==> src/rtl/key_flag_gen.sv <==
// Debounced one-shot flag generator for three active-low push-buttons.
// Optional auto-repeat while held: define KEY_REPEAT_EN.
module key_flag_gen #(
  parameter int CNT_MAX    = 1_000_000,
  parameter int HOLD_DLY   = 25_000_000,
  parameter int RPT_PERIOD = 5_000_000
) (
  input  logic       clk,
  input  logic       rst_n,
  input  logic [2:0] key_in,
  output logic [2:0] flag
);

  localparam int CW = $clog2(CNT_MAX);
  localparam logic [CW-1:0] CNT_LAST = CW'(CNT_MAX - 1);

  typedef enum logic [1:0] {
    IDLE,
    PRESS_FILT,
    DOWN,
    REL_FILT
  } state_t;

  logic [2:0] key_m;
  logic [2:0] key_s;

  always_ff @(posedge clk or negedge rst_n) begin
    if (!rst_n) begin
      key_m <= '1;
      key_s <= '1;
    end else begin
      key_m <= key_in;
      key_s <= key_m;
    end
  end

  for (genvar i = 0; i < 3; i++) begin : g_key
    state_t        st;
    state_t        st_nx;
    logic [CW-1:0] cnt;
    logic [CW-1:0] cnt_nx;
    logic          acc;
    logic          rpt_hit;
    logic          flag_q;
    logic          ks;

    assign ks = key_s[i];

    always_comb begin
      st_nx  = st;
      cnt_nx = cnt;
      acc    = 1'b0;
      unique case (st)
        IDLE: begin
          if (!ks) begin
            st_nx  = PRESS_FILT;
            cnt_nx = '0;
          end
        end
        PRESS_FILT: begin
          if (ks) begin
            st_nx  = IDLE;
            cnt_nx = '0;
          end else if (cnt == CNT_LAST) begin
            st_nx = DOWN;
            acc   = 1'b1;
          end else begin
            cnt_nx = cnt + 1'b1;
          end
        end
        DOWN: begin
          if (ks) begin
            st_nx  = REL_FILT;
            cnt_nx = '0;
          end
        end
        REL_FILT: begin
          if (!ks) begin
            st_nx = DOWN;
          end else if (cnt == CNT_LAST) begin
            st_nx  = IDLE;
            cnt_nx = '0;
          end else begin
            cnt_nx = cnt + 1'b1;
          end
        end
        default: begin
          st_nx  = IDLE;
          cnt_nx = '0;
        end
      endcase
    end

`ifdef KEY_REPEAT_EN
    localparam int HMAX = (HOLD_DLY > RPT_PERIOD) ? HOLD_DLY : RPT_PERIOD;
    localparam int HW   = $clog2(HMAX + 1);
    localparam logic [HW-1:0] HOLD_LAST = HW'(HOLD_DLY - 1);
    localparam logic [HW-1:0] RPT_LAST  = HW'(RPT_PERIOD - 1);

    logic [HW-1:0] hcnt;
    logic          rpt;
    logic          hold_tick;

    assign hold_tick = (st == DOWN) && !ks;
    assign rpt_hit   = hold_tick &&
                       (hcnt == (rpt ? RPT_LAST : HOLD_LAST));

    // only a fresh acceptance clears the hold phase; release bounces do not
    always_ff @(posedge clk or negedge rst_n) begin
      if (!rst_n) begin
        hcnt <= '0;
        rpt  <= 1'b0;
      end else if (acc) begin
        hcnt <= '0;
        rpt  <= 1'b0;
      end else if (hold_tick) begin
        if (rpt_hit) begin
          hcnt <= '0;
          rpt  <= 1'b1;
        end else begin
          hcnt <= hcnt + 1'b1;
        end
      end
    end
`else
    assign rpt_hit = 1'b0;
`endif

    always_ff @(posedge clk or negedge rst_n) begin
      if (!rst_n) begin
        st     <= IDLE;
        cnt    <= '0;
        flag_q <= 1'b0;
      end else begin
        st     <= st_nx;
        cnt    <= cnt_nx;
        flag_q <= acc | rpt_hit;
      end
    end

    assign flag[i] = flag_q;
  end

endmodule

==> config.mk <==
export PLATFORM = sky130hd
export DESIGN_NAME = key_flag_gen
export DESIGN_NICKNAME = d
export VERILOG_FILES = /design/src/rtl/key_flag_gen.sv
export SDC_FILE = /design/constraint.sdc
export NUM_CORES = 1
export LEC_CHECK = 0
export CAP_MARGIN = 20
export CORE_MARGIN = 2
export CORE_UTILIZATION = 57
export DETAILED_ROUTE_END_ITERATION = 6
export PLACE_DENSITY = 0.86
export SKIP_CTS_REPAIR_TIMING = 1
export SLEW_MARGIN = 40
export SYNTH_ARGS = -nofsm -noshare
export SYNTH_HDL_FRONTEND = slang
export SYNTH_SLANG_ARGS = --single-unit
==> constraint.sdc <==
create_clock -name clk -period 3.9 [get_ports clk]
set_input_delay 0.78 -clock clk [delete_from_list [all_inputs] [get_ports clk]]
set_output_delay 0.78 -clock clk [all_outputs]
set_load 0.05 [all_outputs]
==> impl_results.md <==
* Status: finished clean
* Ys flop type: dfrtp_1
* Cells after DPL at 545
* Total of max-cap violations at 0
* Clock sinks at 75
* Synth top area share at approximately two fifths
* Clock share of power at between 40% and 50%
* Vias at 3649
* Final min period at 2880 ps
* H-tree levels at 3
* Syn avg cell area at between 9 and 10 um^2
* Synth Instances at between 400 and 500
* Worst-path clk slew at about 80 ps
* Wire per inst at between 15 and 20 um
* Final core utilization at between 60% and 70%
* Worst slew pin tran at 831 ps
* Maximum VDD drop at 192 uV
* GR Util met2 at 39.2%
* Initial Util at 58.9%
* Proportion of synthesized area in mux cells at 0.234%
* First-pass GRT wire length at 15.7 mm
* Vias in the first global route at 3537
* Reg2Reg Depth at 5
* Antenna violations before repair at 0
* Final Skew at 13.3 ps
* Reg power frac at 51.9%
* Largest family of logic cells by synthesized area: simple AND/OR/NAND/NOR gates
* Core area at 7250 um^2
* CTS tree: yes
* Critical Path AT at 3130 ps
* Crit path max fanout at 14
* Post-synthesis adder-cell area fraction at 0.878%
* Final Max Tran Viols at 0
* Ratio of cells with drive above 1 in the final layout at 8.44%
* Kind of critical path: reg -> reg
* Power Total at 1.55 mW
* Largest net degree at the start of global routing at 76
* Crit path launch type: flop
* Yosys cell types at 64
* Asr flop ratio synth at between 90% and 100%
* Pleak at 1.88 nW
* Cell Pwr Density at ~340 nW/um^2
* Hold WC Path Type: reg -> reg
* CTS Root Buffer Type: clkbuf_8
* Largest cells by area after synthesis: dfrtp_1 40%, nor2_1 4.7%, dfstp_2 3.7%
* Residual DRC at 0
* Die width at 90.6 um
* Critical path required time at 4150 ps
* Most common cell after layout, fill and taps aside: dfrtp_1
* Kind of end point of the critical path: flop
* RSZ-0062 raised after global routing: no
* Final Hold Fails at 0
* Syn nets at 466
* Switching part of the total at 23.1%
* Post-synthesis xor/xnor area fraction at 5.12%
* P&R area growth vs syn at 7.99%
* Fin Hold WS at between 300 and 400 ps
* Grt ovf at 0
* Synthesized area at between 4000 and 5000 um^2
* Min-Delay Path Depth at 0
* DR vias/cell at 6.50
* Area leader, netlist: dfrtp_1
* Clk Latency, worst-skew pair at about 360 ps
* Port-buffer cells at 7
* Met1 Use GR at about 30%
* Area of the multi-input gates at between 2000 and 2500 um^2
* GPL Wtd Cong at 0.932
* Ant diodes at 0
* Final WL at 9.11 mm
* Post-synth EDFFs at 0
* Max transition margin at 44.2%
* Fin crit share at between 70% and 80%
* Post-synthesis sequential area ratio at 44.1%
* Setup TNS at 0 ps
* CTS Buf Count at 9
* Ports at 8
* Leading cell types in the layout, fill and taps excluded: 69 x dfrtp_1, 53 x nor2_1, 33 x nand2_1
* Post-synthesis compound-gate area fraction at ~15%
* Warning count from the yosys run at 0
* Switch Pwr at between 300 and 400 uW
* GRT busiest layer: met2
* Row count at 31
* Die Ht at 90.6 um
* Drt pass-1 iters at 5
* Die area at 8200 um^2
* Yosys reg bits at 75
* Comb pwr share at 5.2%
* Layout fillers at 582
* F_max at about 0.35 GHz
* Antenna-violating nets left at 0
* Maximum root-to-sink buffer count at 2
* Gr usage total at 23.3%
* GRT met3 Usage at between 3 and 4%
* Fin cells at 561
* Layout net count at between 400 and 500
* Initial DRC Count at 277
* Setup Viol. Count Final at 0
* Pint at between 1 and 1.5 mW
* Simple-gate share of the synthesized area at 30.9%
* Seq. cell area at around 1900 um^2
* Post-DP HPWL at 6.10 mm
-- power groups by stage --
stage	combinational (mW)	clock [mW]	sequential, mW
after global routing	0.0909	0.697	0.808
after global placement	0.0774	0	0.820
after CTS	0.0807	0.677	0.806
after floorplan	0.0562	0	0.812
final	0.0800	0.666	0.807
after detailed placement	0.0809	0	0.821
-- metrics by stage --
step                      cell area (um^2)  setup WS (ps)
after global routing                  4610            837
after floorplan                       4270           1420
final                                 4610           1020
after CTS                             4610           1040
after global placement                4380           1160
after detailed placement              4390           1050
-- flip-flops by register name (all words and copies together) (netlist names), named ones only --
| register | count |
|---|---|
| key_m | 3 |
| g_key.cnt | 60 |
| g_key.st | 3 |
| key_s | 3 |
| g_key.flag_q | 3 |
-- critical path, stage by stage, from the launching register on --
cell and delay, ps:
dfrtp_1 440, or4b_2 730, nor4_2 490, and4b_1 610, nor3b_1 180, a221o_1 320
-- routing by layer --
layer | vias to the layer above | routed length, um
met2 | 118 | 4450
met1 | 1788 | 4020
met5 | - | 0
met4 | 0 | 193
li1 | 1725 | -
met3 | 18 | 440
-- cell families (layout without fill, tap and decap cells) --
kind of cell / count (synthesis) / count (layout)
adders and majority gates: 3 / 3
AOI/OAI and AO/OA: 89 / 89
muxes: 1 / 1
DFF: 75 / 75
buffers and inverters: 32 / 36
and+or+nand+nor: 233 / 233
xor gates and xnor gates: 25 / 25
-- cells in the mapped netlist, types with 3 or more instances --
master	number
o21bai_1	3
nand3_1	24
a211oi_1	3
nor4bb_1	3
dfrtp_1	69
nor3_1	13
ha_1	3
a21oi_1	19
a31oi_1	6
a221o_1	6
o2bb2ai_1	4
xnor2_1	13
nor3b_1	4
or4_1	7
or3_1	4
nand2b_1	8
nand4_1	20
clkbuf_1	14
inv_1	12
and2_1	3
o21ai_0	9
nand4b_1	3
and4_1	6
or2_2	3
nand2_1	33
nor4_1	5
nor4b_1	6
o211ai_1	4
o31ai_1	9
nor2b_1	5
a22o_1	11
buf_4	3
xor2_1	12
dfstp_2	6
and3_1	14
nor2_1	53
-- area by class of cell --
class | count | share of cell area (%)
multi-input cells | 351 | 49.1
flip-flops and latches | 75 | 40.8
clock buffers | 12 | 3.15
well taps | 99 | 2.68
repair buffers | 8 | 1.71
clock inverters | 4 | 1.60
inverters | 12 | 0.976
-- worst paths after layout --
check                      slack (ps)          endpoint             start
max                              1020  g_key[1].cnt[10]  g_key[1].cnt[11]
min                               360          key_s[2]          key_m[2]
max reg2reg                      1020  g_key[1].cnt[10]  g_key[1].cnt[11]
min reg2reg                       360          key_s[2]          key_m[2]
max in group asynchronous        3000  g_key[0].cnt[18]             rst_n
min in group asynchronous         420  g_key[1].cnt[10]             rst_n
Power figures use the tool's default switching activity.
